## src/rtl/game_timer_pkg.sv

```systemverilog
// ---------------------------------------------------------------------------
// game_timer_pkg
// Shared game definitions used by the countdown timer and game setup logic.
//   timer_state_t      : timer FSM state encoding
//   MAX_TIMER_SECONDS  : largest value the timer will load (3 BCD digits)
//   WARN_SECONDS       : low-time warning threshold (GAME_TIMER_WARN_EN)
//   E/M/H_TIMER_SECONDS: per-difficulty start values fed to timer_seconds
//   bin_to_bcd()       : shift-and-add-3 conversion of a 10-bit value, used
//                        only when loading the timer (no divider involved)
// ---------------------------------------------------------------------------
package game_timer_pkg;

  typedef enum logic [2:0] {
    IDLE    = 3'd0,
    RUN     = 3'd1,
    PAUSED  = 3'd2,
    EXPIRED = 3'd3,
    HALTED  = 3'd4
  } timer_state_t;

  localparam int MAX_TIMER_SECONDS = 999;
  localparam int WARN_SECONDS      = 10;

  localparam int E_TIMER_SECONDS = 300;
  localparam int M_TIMER_SECONDS = 200;
  localparam int H_TIMER_SECONDS = 120;

  // Double-dabble: before every shift, any BCD column >= 5 gets +3 so the
  // shift carries correctly into the next decimal digit.
  function automatic logic [11:0] bin_to_bcd(input logic [9:0] bin);
    logic [21:0] sh;
    sh = {12'd0, bin};
    for (int i = 0; i < 10; i++) begin
      if (sh[13:10] >= 4'd5) sh[13:10] = sh[13:10] + 4'd3;
      if (sh[17:14] >= 4'd5) sh[17:14] = sh[17:14] + 4'd3;
      if (sh[21:18] >= 4'd5) sh[21:18] = sh[21:18] + 4'd3;
      sh = sh << 1;
    end
    return sh[21:10];
  endfunction

endpackage

```

## src/rtl/game_timer_bcd_down_counter.sv

```systemverilog
// ---------------------------------------------------------------------------
// bcd_down_counter
// Three-digit BCD down-counter running in parallel with the binary seconds
// counter so the display never needs a binary-to-BCD divider.
//   clk, rst     : clock, asynchronous active-high reset
//   load         : load load_digits (takes priority over dec)
//   load_digits  : {hundreds, tens, ones} to load
//   dec          : decrement by one with borrow; holds at 000
//   hundreds/tens/ones : current digits
// ---------------------------------------------------------------------------
module bcd_down_counter (
  input  logic        clk,
  input  logic        rst,
  input  logic        load,
  input  logic [11:0] load_digits,
  input  logic        dec,
  output logic [3:0]  hundreds,
  output logic [3:0]  tens,
  output logic [3:0]  ones
);

  logic is_zero;
  assign is_zero = (hundreds == 4'd0) && (tens == 4'd0) && (ones == 4'd0);

  // Borrow chain: a zero digit wraps to 9 and borrows from the next digit up.
  always_ff @(posedge clk or posedge rst) begin
    if (rst) begin
      hundreds <= 4'd0;
      tens     <= 4'd0;
      ones     <= 4'd0;
    end else if (load) begin
      hundreds <= load_digits[11:8];
      tens     <= load_digits[7:4];
      ones     <= load_digits[3:0];
    end else if (dec && !is_zero) begin
      if (ones != 4'd0) begin
        ones <= ones - 4'd1;
      end else begin
        ones <= 4'd9;
        if (tens != 4'd0) begin
          tens <= tens - 4'd1;
        end else begin
          tens     <= 4'd9;
          hundreds <= hundreds - 4'd1;
        end
      end
    end
  end

endmodule

```

## src/rtl/game_timer.sv

```systemverilog
// ---------------------------------------------------------------------------
// game_timer
// Countdown game timer. Loads timer_seconds (saturated to 999) on start and
// counts down once per second until zero, a halt, or a new start.
// Parameters: CLK_FREQ_HZ (prescaler terminal count CLK_FREQ_HZ-1),
//             SEC_W (seconds width).
// Ports:
//   clk, rst       : clock, asynchronous active-high reset
//   start          : pulse, load timer_seconds and run
//   timer_seconds  : initial seconds, sampled on start
//   pause          : level, hold count (prescaler retained)
//   halt           : pulse, freeze until next start
//   seconds_left   : remaining seconds (binary)
//   bcd_hundreds/bcd_tens/bcd_ones : remaining seconds in BCD
//   running        : high in RUN
//   sec_tick       : pulse on each decrement
//   time_out       : pulse when the count reaches 0
//   warn           : only with GAME_TIMER_WARN_EN defined; blinking
//                    low-time indicator in RUN, steady in PAUSED
// All outputs are registered.
// ---------------------------------------------------------------------------
module game_timer
  import game_timer_pkg::*;
#(
  parameter int CLK_FREQ_HZ = 65_000_000,
  parameter int SEC_W       = 10
) (
  input  logic             clk,
  input  logic             rst,
  input  logic             start,
  input  logic [SEC_W-1:0] timer_seconds,
  input  logic             pause,
  input  logic             halt,
  output logic [SEC_W-1:0] seconds_left,
  output logic [3:0]       bcd_hundreds,
  output logic [3:0]       bcd_tens,
  output logic [3:0]       bcd_ones,
  output logic             running,
  output logic             sec_tick,
`ifdef GAME_TIMER_WARN_EN
  output logic             warn,
`endif
  output logic             time_out
);

  localparam logic [2:0] S_IDLE    = IDLE;
  localparam logic [2:0] S_RUN     = RUN;
  localparam logic [2:0] S_PAUSED  = PAUSED;
  localparam logic [2:0] S_EXPIRED = EXPIRED;
  localparam logic [2:0] S_HALTED  = HALTED;

  localparam int PW = (CLK_FREQ_HZ > 1) ? $clog2(CLK_FREQ_HZ) : 1;
  localparam logic [PW-1:0]    PRE_TC  = PW'(CLK_FREQ_HZ - 1);
  localparam logic [SEC_W-1:0] MAX_SEC = SEC_W'(MAX_TIMER_SECONDS);
  localparam logic [SEC_W-1:0] ONE_SEC = SEC_W'(1);

  logic [2:0]       state, state_n;
  logic [PW-1:0]    presc, presc_n;
  logic [SEC_W-1:0] sec_n;
  logic [SEC_W-1:0] load_sec;
  logic [11:0]      load_digits;
  logic             tick_n, timeout_n, dec, run_step;

  assign load_sec    = (timer_seconds > MAX_SEC) ? MAX_SEC : timer_seconds;
  assign load_digits = bin_to_bcd(10'(load_sec));

  // Next-state logic. start overrides everything; in RUN, halt beats pause
  // beats the tick. Releasing pause counts as a normal RUN cycle so the
  // retained prescaler loses no time.
  always_comb begin
    state_n   = state;
    presc_n   = presc;
    sec_n     = seconds_left;
    tick_n    = 1'b0;
    timeout_n = 1'b0;
    dec       = 1'b0;
    run_step  = 1'b0;
    if (start) begin
      sec_n   = load_sec;
      presc_n = '0;
      state_n = (load_sec == '0) ? S_EXPIRED : S_RUN;
    end else begin
      case (state)
        S_RUN: begin
          if (halt)       state_n = S_HALTED;
          else if (pause) state_n = S_PAUSED;
          else            run_step = 1'b1;
        end
        S_PAUSED: begin
          if (halt)        state_n = S_HALTED;
          else if (!pause) run_step = 1'b1;
        end
        default: ;
      endcase
    end
    if (run_step) begin
      state_n = S_RUN;
      if (presc == PRE_TC) begin
        presc_n = '0;
        if (seconds_left != '0) begin
          dec    = 1'b1;
          tick_n = 1'b1;
          sec_n  = seconds_left - ONE_SEC;
          if (seconds_left == ONE_SEC) begin
            timeout_n = 1'b1;
            state_n   = S_EXPIRED;
          end
        end
      end else begin
        presc_n = presc + PW'(1);
      end
    end
  end

  always_ff @(posedge clk or posedge rst) begin
    if (rst) begin
      state        <= S_IDLE;
      presc        <= '0;
      seconds_left <= '0;
      sec_tick     <= 1'b0;
      time_out     <= 1'b0;
      running      <= 1'b0;
    end else begin
      state        <= state_n;
      presc        <= presc_n;
      seconds_left <= sec_n;
      sec_tick     <= tick_n;
      time_out     <= timeout_n;
      running      <= (state_n == S_RUN);
    end
  end

  bcd_down_counter u_bcd (
    .clk         (clk),
    .rst         (rst),
    .load        (start),
    .load_digits (load_digits),
    .dec         (dec),
    .hundreds    (bcd_hundreds),
    .tens        (bcd_tens),
    .ones        (bcd_ones)
  );

`ifdef GAME_TIMER_WARN_EN
  localparam logic [PW-1:0]    PRE_HALF = PW'(CLK_FREQ_HZ / 2 - 1);
  localparam logic [SEC_W-1:0] WARN_SEC = SEC_W'(WARN_SECONDS);

  logic warn_n, toggle_pt;

  assign toggle_pt = run_step && ((presc == PRE_HALF) || (presc == PRE_TC));

  // warn turns on when the count first drops into the warning band (or is
  // loaded inside it), then blinks at each half-second point while running.
  always_comb begin
    warn_n = 1'b0;
    if (state_n == S_PAUSED) begin
      warn_n = warn;
    end else if (state_n == S_RUN && sec_n <= WARN_SEC) begin
      if (start || seconds_left > WARN_SEC) warn_n = 1'b1;
      else if (toggle_pt)                    warn_n = ~warn;
      else                                   warn_n = warn;
    end
  end

  always_ff @(posedge clk or posedge rst) begin
    if (rst) warn <= 1'b0;
    else     warn <= warn_n;
  end
`endif

endmodule

```

## config.mk

```make
export PLATFORM = sky130hd
export DESIGN_NAME = game_timer
export DESIGN_NICKNAME = d
export VERILOG_FILES = /design/src/rtl/game_timer_pkg.sv /design/src/rtl/game_timer_bcd_down_counter.sv /design/src/rtl/game_timer.sv
export SDC_FILE = /design/constraint.sdc
export NUM_CORES = 1
export LEC_CHECK = 0
export ABC_AREA = 1
export BUFFER_PORTS_ARGS = -buffer_cell sky130_fd_sc_hd__buf_2
export CAP_MARGIN = 20
export CORE_UTILIZATION = 55
export CTS_CLUSTER_SIZE = 10
export DETAILED_ROUTE_END_ITERATION = 10
export PLACE_DENSITY = 0.74
export SYNTH_ARGS = -nofsm -noshare
export SYNTH_HDL_FRONTEND = slang
export SYNTH_SLANG_ARGS = --single-unit
```

## constraint.sdc

```tcl
create_clock -name clk -period 3.7 [get_ports clk]
set_input_delay 0.185 -clock clk [delete_from_list [all_inputs] [get_ports clk]]
set_output_delay 0.185 -clock clk [all_outputs]
set_load 0.03 [all_outputs]
```

* Word-level counts from Yosys, hierarchy flattened
Index checks and enable logic that the tools add are counted.
** Storage, ports and cells
- Output and inout port bits :: 25
- Logic and storage cells :: 150
- Flip-flop bits (word level) :: 54
- Bits of input ports :: 15
** Cells by class
- Magnitude comparators :: 25
- Add/subtract/negate cells :: 29
- Multiplexer cells :: 64
- Reductions and logical operators :: 16
- Equality and inequality tests :: 7
** Operators by type and width (count)
- 4-bit two-way mux :: 27
- 4-bit by 3-bit greater-or-equal comparator with 1-bit output (second input constant) :: 21
- 26-bit two-way mux :: 3
- 4-bit by 2-bit adder with 4-bit output (second input constant) :: 15
- 10-bit two-way mux :: 5
- 3-bit two-way mux :: 13
- 26-bit by 1-bit adder with 26-bit output (second input constant) :: 1
- 26-bit equality test (second input constant) :: 1
- 3-bit by 2-bit adder with 3-bit output (second input constant) :: 6
- 4-bit logical NOT :: 3
- 4-bit by 1-bit subtractor with 4-bit output (second input constant) :: 3
- 1-bit two-way mux :: 11
- 10-bit by 1-bit equality test with 1-bit output (second input constant) :: 1
- 10-bit greater-than comparator (second input constant) :: 1
- 10-bit logical NOT :: 1
- 10-bit nonzero test :: 1
- 10-bit by 1-bit subtractor with 10-bit output (second input constant) :: 1
- 2-bit two-way mux :: 4
- 4-bit nonzero test :: 2
- 1-bit by 2-bit adder with 3-bit output (second input constant) :: 2
- 3-bit by 1-bit equality test with 1-bit output (second input constant) :: 2
- 1-bit by 3-bit greater-or-equal comparator with 1-bit output (second input constant) :: 2
- 3-bit case mux with 2 select lines :: 1
- 2-bit != test (second input constant) :: 2
- other kinds (9) :: 12

* Longest topological paths before layout
Gate-level depths: netlist of the first run.
- Word-level depth :: 21
- Gate-level depth with buffers :: 44

* Cells and area by module
A second synthesis of the first run with hierarchy kept.
** Unflattened totals
- Cell total of the unflattened synthesis :: 688
- Area, all modules :: 4698.3 sq um
** Modules (own cells, without submodules)
- game_timer :: times used 1, cells each 554, area each 3746.1 sq um
- bcd_down_counter :: times used 1, cells each 134, area each 952.2 sq um

* Worst setup path after synthesis of the first run
OpenSTA, ideal clock, no wires.
- Path type :: input -> register
- Start :: input port timer_seconds[8]
- End :: register u_bcd.hundreds[2]
- Setup time :: 0.077 ns
- Buffers on the path :: 0
- Cell stages on the path :: 40
- Slack :: -1.293 ns
- Required time :: 3.623 ns
- Data arrival time :: 4.916 ns
- Cell sequence :: inv_1 -> ha_1 -> inv_1 -> ha_1 -> inv_2 -> nand2_2 -> nand2_1 -> nand2_2 -> ha_1 -> inv_1 -> or2_2 -> nand3_4 -> nand3_1 -> nand2_2 -> ha_1 -> inv_1 -> or2_2 -> nand4_1 -> [... 4 more ...] -> nand4_1 -> nand2_1 -> ha_1 -> nand2_1 -> nand3_1 -> nand2_1 -> nand2_2 -> nand2_2 -> nand2_2 -> xor2_2 -> ha_1 -> inv_1 -> ha_1 -> a21oi_1 -> o21ai_0 -> a21oi_1 -> nor2_1 -> a21oi_1
** Between the ends
- Word-level cells in the longest chain between the ends :: 21
** RTL lines
- start: declaration :: line game_timer.sv:31 : input logic [SEC_W-1:0] timer_seconds,
- 10-bit greater-than comparator :: line game_timer.sv:64 : assign load_sec = (timer_seconds > MAX_SEC) ? MAX_SEC : timer_seconds;
- 10-bit two-way mux * :: line game_timer.sv:64
- 1-bit by 3-bit greater-or-equal comparator with 1-bit output or 1-bit by 2-bit adder with 3-bit output (tied branches) :: line game_timer_pkg.sv:34 : if (sh[13:10] >= 4'd5) sh[13:10] = sh[13:10] + 4'd3;
- 4-bit two-way mux :: line game_timer_pkg.sv:34
- 4-bit by 2-bit adder with 4-bit output or 4-bit by 3-bit greater-or-equal comparator with 1-bit output (tied branches) :: line game_timer_pkg.sv:34
- 4-bit two-way mux :: line game_timer_pkg.sv:34
- 4-bit by 2-bit adder with 4-bit output, or another cell as far along :: line game_timer_pkg.sv:34
- 4-bit two-way mux, on equally long branches :: line game_timer_pkg.sv:34, game_timer_pkg.sv:35
- [... 5 more ...]
- 4-bit two-way mux, or another cell as far along :: line game_timer_pkg.sv:35 : if (sh[17:14] >= 4'd5) sh[17:14] = sh[17:14] + 4'd3;
- 4-bit by 2-bit adder with 4-bit output, or another cell as far along :: line game_timer_pkg.sv:35
- 4-bit two-way mux, or another cell as far along :: line game_timer_pkg.sv:35
- 4-bit by 2-bit adder with 4-bit output, or another cell as far along :: line game_timer_pkg.sv:35
- 4-bit two-way mux or 3-bit two-way mux (tied branches) :: line game_timer_pkg.sv:35, game_timer_pkg.sv:36
- 4-bit by 3-bit greater-or-equal comparator with 1-bit output or 3-bit by 2-bit adder with 3-bit output (tied branches) :: line game_timer_pkg.sv:36 : if (sh[21:18] >= 4'd5) sh[21:18] = sh[21:18] + 4'd3;
- 3-bit two-way mux * :: line game_timer_pkg.sv:36
- 4-bit two-way mux * :: line game_timer_bcd_down_counter.sv:31 : end else if (load) begin
- end signal: assignment :: line game_timer_bcd_down_counter.sv:32 : hundreds <= load_digits[11:8];
- end signal: assignment :: line game_timer_bcd_down_counter.sv:44 : hundreds <= hundreds - 4'd1;
- end: declaration :: line game_timer_bcd_down_counter.sv:17 : output logic [3:0] hundreds,
Mark *: on every way between the ends. The rest lies on a longest branch, timed or not.
A chain may end at the register's enable or synchronous reset.

* Final worst setup path of the first run
- Start :: input port timer_seconds[7]
- End :: register u_bcd.hundreds[2]
Same word-level chain as after synthesis.

==> results of run 1 <==
flip-flops by register name, summed over array words and instances (netlist names), 3 cells and up:
| name | flops |
|---|---|
| u_bcd.ones | 4 |
| presc | 26 |
| state | 3 |
| u_bcd.tens | 4 |
| seconds_left | 10 |
| u_bcd.hundreds | 4 |
kinds of logic (layout without fill, tap and decap cells):
family,Yosys count,in the layout
AOI/OAI and AO/OA,102,102
DFF,54,54
adders and majority gates,19,19
buffers and inverters,115,235
and+or+nand+nor,332,332
xor gates and xnor gates,23,23
timing repair:
action | 4_1_cts | 5_1_grt
gates cloned | 0 | 0
buffers inserted | 17 | 14
setup endpoints to repair | 11 | 11
endpoints found under the hold margin | 0 | 0
gates resized for setup | 33 | 42
pin swaps | 34 | 40
tightest hold or removal path: stages:
cell	delay, ns
buf_2	0.10
inv_2	0.03
buf_4	0.55
cells in the mapped netlist (all sizes together), types with 2 or more instances:
cell type  number
a21oi          28
a22oi           2
a31oi           5
buf             3
clkbuf          8
clkinv          3
dfrtp          54
ha             19
inv           100
nand2         172
nand3          49
nand3b          4
nand4          12
nor2           59
nor3           18
nor3b           3
nor4            9
o211ai          5
o21ai          38
o22ai          16
o31ai           2
or2             4
xnor2           5
xor2           18
through the flow:
step,total power (uW),util,cell area [sq um],instances,setup WS (ns)
after global placement,2500,0.674,5240,828,-0.845
after floorplan,1980,-,4570,645,-0.676
after CTS,3110,0.724,5620,853,-0.560
after detailed placement,2590,0.674,5240,828,-1.10
after global routing,3670,0.759,5900,867,-1.08
final,3410,0.759,5900,867,-0.878
area by class of cell:
cell class / instances / area (sq um)
multi-input combinational: 476 / 3050
inverter: 103 / 404
sequential: 54 / 1350
fill: 607 / 1870
clock inverter: 2 / 16.3
timing repair buffer: 124 / 861
clock buffer: 6 / 82.6
tap: 102 / 128
metal layers:
metal | track usage | up-vias | wire length (um)
li1 | - | 2353 | -
met1 | 0.329 | 2204 | 4990
met2 | 0.558 | 110 | 6480
met3 | 0.0323 | 32 | 386
met4 | 0.112 | 0 | 382
met5 | 0 | - | 0
how the worst min path moves through the flow:
stage	slack [ns]	start	endpoint	cells past startpoint
floorplan	0.34	timer_seconds[7]	seconds_left[7]	2
global placement	0.41	rst	u_bcd.tens[1]	3
detailed placement	0.43	rst	u_bcd.tens[1]	3
CTS	0.08	rst	u_bcd.tens[1]	3
global route	0.11	rst	u_bcd.tens[1]	3
finish	0.04	rst	u_bcd.tens[1]	3
power breakdown:
group          switching, uW  leakage [uW]  internal, uW
clock network            210     0.0000478           155
logic                   1330       0.00208           965
registers               80.7      0.000702           667
total                   1630       0.00283          1790
==> results by group, run 1 <==
Timing
  • Final setup vio count: 11
  • Worst setup margin: -0.878 ns
  • Hold Vio Cnt, Final: 0
  • Slew Limit Fails: 0
  • Final critical-path share of the clock period: 1.24
  • Slew margin rel.: 0.532
  • Slew @ Worst Pin: 0.703 ns
  • Setup TNS: -6.21 ns
  • Worst clock skew: 0.0125 ns
  • RSZ-0062 raised after global routing: yes
  • Min Clock Period, post-route: 4.58 ns
  • WHS: 0.0441 ns
  • Peak Freq: 0.218 GHz

Worst setup path
  • WS Path Type: in -> reg
  • Worst reg2reg endpoint: u_bcd.hundreds[0]
  • Arrival time worst endpoint: 4.82 ns
  • Worst Setup End Kind: flop
  • Worst setup startpoint: timer_seconds[7]
  • Setup crit end: u_bcd.hundreds[2]
  • Critical-path top delay cell: or2_4
  • Critical Path Max Stage Delay: 0.25 ns
  • WP depth: 39
  • R2R setup slack: 0.41 ns
  • Crit path max fanout: 4
  • Cells on worst reg2reg path: 15
  • Startpoint Class: primary input
  • Cell family with the largest share of critical-path delay: simple AND/OR/NAND/NOR gates
  • CP Buf/Inv Count: 7
  • Worst path required time: 3.94 ns
  • RR Startpoint: presc[1]

Cells and area
  • # diodes: 0
  • Area growth from synthesis to layout: 32.9%
  • Final Net Count: 798
  • Leading cell type in the layout, fill and taps excluded: nand2_1
  • Most frequent cells in the layout: 122 x nand2_1, 85 x inv_1, 83 x buf_4, 58 x nor2_1, 54 x dfrtp_1
  • Share of layout cells above drive strength 1: 0.327

Drt
  • Routed vias/inst: 5.42
  • Vias: 4,699
  • DRC errors left: 0
  • Final wirelength: 12.2 mm
  • Initial DRT Pass Iterations: 5
  • Routed len/inst: 14.1 um
  • Post-route ant nets: 0
  • Iter 0 DRT Violations: 242

Global routing
  • Grt ovf: 0
  • Vias in the first global route: 4,752
  • GRT Total Usage: 0.292
  • Antenna violations before repair: 0
  • Largest net degree at the start of global routing: 55
  • First-pass GRT wire length: 20.3 mm

Worst hold path
  • Hold/Removal Path Class: in -> async

Die
  • Die width: 91.8 um
  • Initial Util: 0.571
  • IO Count: 40
  • Die extent in y: 91.8 um
  • Full die area: 8430 sq um
  • Core area: 7770 sq um
  • Row count: 32

Synth
  • Synth Flop Type: dfrtp_1
  • Largest cells by area after synthesis: dfrtp_1 30%, nand2_1 12%, inv_1 8.0%
  • Post-Syn Area per Cell: 6.88 sq um
  • Seq/Total Area, Yosys: 0.305
  • Main combinational cell family by area after synthesis: simple AND/OR/NAND/NOR gates
  • Area of the mapped netlist: 4440 sq um
  • Yosys cell types: 46
  • Area fraction in compound gates after synthesis: 0.137
  • Synth area leader: dfrtp_1
  • Multiplexer share of the synthesized area: 0
  • XOR/XNOR Fraction of Synth Area: 0.0471
  • Post-Synthesis Cells: 645
  • Ys async rst share: 1.00
  • Synth top area share: 0.305
  • Post-synth net total: 679
  • Flops & latches, synth: 54
  • Synth warn: 0
  • Post-synthesis adder-cell area fraction: 0.0536
  • Post-synthesis simple-gate area fraction: 0.355
  • Post-synth EDFFs: 0

Clock network
  • Bufs on Longest Clock Path: 2
  • Clk_lat worst skew: 0.32 ns
  • Clock Root Buffer: clkbuf_8
  • H-tree depth: 2
  • Reg clk slew, reported paths: 0.10 ns
  • CTS tree: done
  • Hold-fix buffer count after cts: 0
  • Sinks on Clock Net: 54
  • Number of CTS-inserted buffers: 5

Pwr
  • Leakage: 0.00283 uW
  • PwrDens: 579 nW/um^2
  • Peak VDD IR: 0.584 mV

Status
  • Status: finished, violations left
  • Failing checks: negative setup slack

Placement
  • Dpl hpwl: 8.25 mm
  • Port buffer count: 39
  • RePlAce Congestion: 0.823

Job
  • Max cap viols: 0
No activity file was read; power rests on OpenSTA's default activity.
==> run 2, diff against run 1 <==
--- a/config.mk
+++ b/config.mk
@@ -12,6 +12,7 @@
 export CTS_CLUSTER_SIZE = 10
 export DETAILED_ROUTE_END_ITERATION = 10
 export PLACE_DENSITY = 0.74
+export RECOVER_POWER = 50
 export SYNTH_ARGS = -nofsm -noshare
 export SYNTH_HDL_FRONTEND = slang
 export SYNTH_SLANG_ARGS = --single-unit
==> run 2 against run 1 <==
Sequential power about the same. First-iteration DRC count increased by 9.9%. Clock power about the same. Highest routed layer unchanged. The flow finishes with violations (max-capacitance violations, max-slew violations, negative setup slack). Global-route usage unchanged. Final cell count unchanged. Core utilization decreased by 0.16 points. Largest power group unchanged. Clock-buffer cell count unchanged. Worst hold slack improved by 0.18 ns.
==> results by group, run 2 (same netlist as run 1, synthesis figures left out) <==
Status
  • Status: finished, violations left
  • Failing checks: max-capacitance violations, max-slew violations, negative setup slack

Clock network
  • Bufs on Longest Clock Path: 2 (unchanged)
  • Number of CTS-inserted buffers: 5 (unchanged)
  • Clk_lat worst skew: 0.32 ns (about the same)
  • Hold-fix buffer count after cts: 0 (unchanged)
  • Reg clk slew, reported paths: 0.11 ns (about the same)
  • H-tree depth: 2 (unchanged)
  • Sinks on Clock Net: 54 (unchanged)
  • CTS tree: done
  • Clock Root Buffer: clkbuf_8

Worst setup path
  • Startpoint Class: primary input
  • Worst Setup End Kind: flop
  • Worst path required time: 3.94 ns (about the same)
  • Crit path max fanout: 4 (unchanged)
  • Arrival time worst endpoint: 4.81 ns (about the same)
  • WS Path Type: in -> reg
  • Critical-path top delay cell: or2_4
  • Cell family with the largest share of critical-path delay: simple AND/OR/NAND/NOR gates
  • CP Buf/Inv Count: 7 (unchanged)
  • R2R setup slack: 0.43 ns (+0.02 ns)
  • Critical Path Max Stage Delay: 0.25 ns (about the same)

Drt
  • Iter 0 DRT Violations: 266 (+9.9%)
  • Initial DRT Pass Iterations: 4 (-1)
  • Final wirelength: 12.2 mm (about the same)
  • DRC errors left: 0 (unchanged)
  • Vias: 4,689 (-0.21%)
  • Post-route ant nets: 0 (unchanged)
  • Routed len/inst: 14.1 um (about the same)
  • Routed vias/inst: 5.41 (-0.21%)

Global routing
  • Vias in the first global route: 4,752 (unchanged)
  • Largest net degree at the start of global routing: 55 (unchanged)
  • GRT Total Usage: 0.292 (unchanged)
  • First-pass GRT wire length: 20.3 mm (unchanged)
  • Grt ovf: 0 (unchanged)
  • Antenna violations before repair: 0 (unchanged)

Pwr
  • Sequential power share: 0.220 (about the same)
  • Peak VDD IR: 0.583 mV (-0.14%)
  • Clock power frac: 0.108 (about the same)
  • PwrDens: 579 nW/um^2 (about the same)
  • Leakage: 0.00281 uW (-0.89%)
  • Comb power frac: 0.673 (about the same)
  • PnR Total Power: 3410 uW (-0.20%)
  • Switching pwr: 1630 uW (about the same)
  • Switching Fraction: 0.477 (+0.000945)
  • P_int: 1780 uW (-0.38%)

Job
  • Max cap viols: 1 (+1)

Timing
  • Min Clock Period, post-route: 4.57 ns (-0.00448 ns)
  • Worst clock skew: 0.0162 ns (+0.00368 ns)
  • Slew @ Worst Pin: 2.96 ns (+2.26 ns)
  • Slew margin rel.: -0.975 (-1.51)
  • Worst setup margin: -0.873 ns (+0.00448 ns)
  • Peak Freq: 0.219 GHz (about the same)
  • Hold Vio Cnt, Final: 0 (unchanged)
  • RSZ-0062 raised after global routing: yes
  • Slew Limit Fails: 55 (+55)
  • Final setup vio count: 11 (unchanged)
  • Final critical-path share of the clock period: 1.24 (about the same)

Cells and area
  • Non-Filler Instances: 867 (unchanged)
  • Final Net Count: 798 (unchanged)
  • # diodes: 0 (unchanged)
  • Area growth from synthesis to layout: 32.6%
  • Most frequent cells in the layout: 122 x nand2_1, 86 x inv_1, 82 x buf_4, 58 x nor2_1, 54 x dfrtp_1
  • FILL cells: 607 (unchanged)
  • Largest register by flop count: presc
  • Leading cell type in the layout, fill and taps excluded: nand2_1
  • Largest register FFs: 26 (unchanged)
  • Largest regs: presc (26), seconds_left (10)
  • Share of layout cells above drive strength 1: 0.315 (-0.0118)

Die
  • Row count: 32 (unchanged)
  • Die extent in y: 91.8 um (unchanged)
  • Die width: 91.8 um (unchanged)
  • Initial Util: 0.571 (unchanged)
  • Core area: 7770 sq um (unchanged)
  • IO Count: 40 (unchanged)
  • Full die area: 8430 sq um (unchanged)

Placement
  • Dpl hpwl: 8.25 mm (unchanged)
  • Place WS: -1.10 ns (unchanged)
  • Placed insts: 828 (unchanged)
  • RePlAce Congestion: 0.823 (unchanged)
  • Port buffer count: 39 (unchanged)

Worst hold path
  • Hold/Removal Path Class: in -> reg
run 2: cell types whose count changed in the layout (fill, tap and decap cells not counted), sizes merged:
cell    previous run  this run
clkbuf             6        14
buf              124       116
run 2: cell type report:
type                       instances  area [sq um]  share of cell area
clock inverter                     2          16.3             0.00276
sequential                        54          1350               0.230
multi-input combinational        476          3050               0.519
clock buffer                       6          82.6              0.0140
tap                              102           128              0.0217
timing repair buffer             124           848               0.144
inverter                         103           404              0.0687
run 2: path summary, 6_finish.rpt:
| path | depth (start not counted) | startpoint | end |
|---|---|---|---|
| max | 39 | timer_seconds[7] | u_bcd.hundreds[2] |
| min | 3 | halt | state[2] |
| max reg2reg | 15 | presc[1] | u_bcd.hundreds[0] |
| min reg2reg | 2 | u_bcd.hundreds[0] | u_bcd.hundreds[0] |
| max in group asynchronous | 3 | rst | seconds_left[5] |
| min in group asynchronous | 3 | rst | u_bcd.tens[1] |
run 2: repair_timing:
action,in CTS,in global routing
setup endpoints to repair,11,11
buffers inserted,17,14
pin swaps,34,40
gates resized for setup,33,42
run 2: routing by layer:
metal	up-vias	global-route usage	part of all wire	routed length (um)
li1	2353	-	-	-
met1	2199	0.329	0.41	4970
met2	108	0.558	0.53	6510
met3	29	0.0323	0.032	394
met4	0	0.112	0.029	354
met5	-	0	0	0
run 2: tightest hold or removal path: cells and delay by family:
family	cells	cell delay, ns
compound gates	1	0.08
buf+inv	1	0.11
simple gates	1	0.13
run 2: power groups by stage:
| stage | Sequential, uW | Combinational (uW) | Clock, uW |
|---|---|---|---|
| final | 748 | 2290 | 367 |
| after global routing | 761 | 2510 | 392 |
| after CTS | 746 | 1990 | 375 |
| after global placement | 754 | 1740 | 0 |
| after detailed placement | 758 | 1830 | 0 |
| after floorplan | 886 | 1100 | 0 |
run 2: through the flow:
step / setup TNS, ns / hold slack (ns) / util / cell area (sq um)
finish: -6.19 / 0.223 / 0.757 / 5880
global route: -8.97 / 0.242 / 0.757 / 5880
CTS: -3.81 / 0.0825 / 0.724 / 5620
detailed placement: -9.48 / 0.426 / 0.674 / 5240
global placement: -7.39 / 0.407 / 0.674 / 5240
floorplan: -3.27 / 0.341 / - / 4570
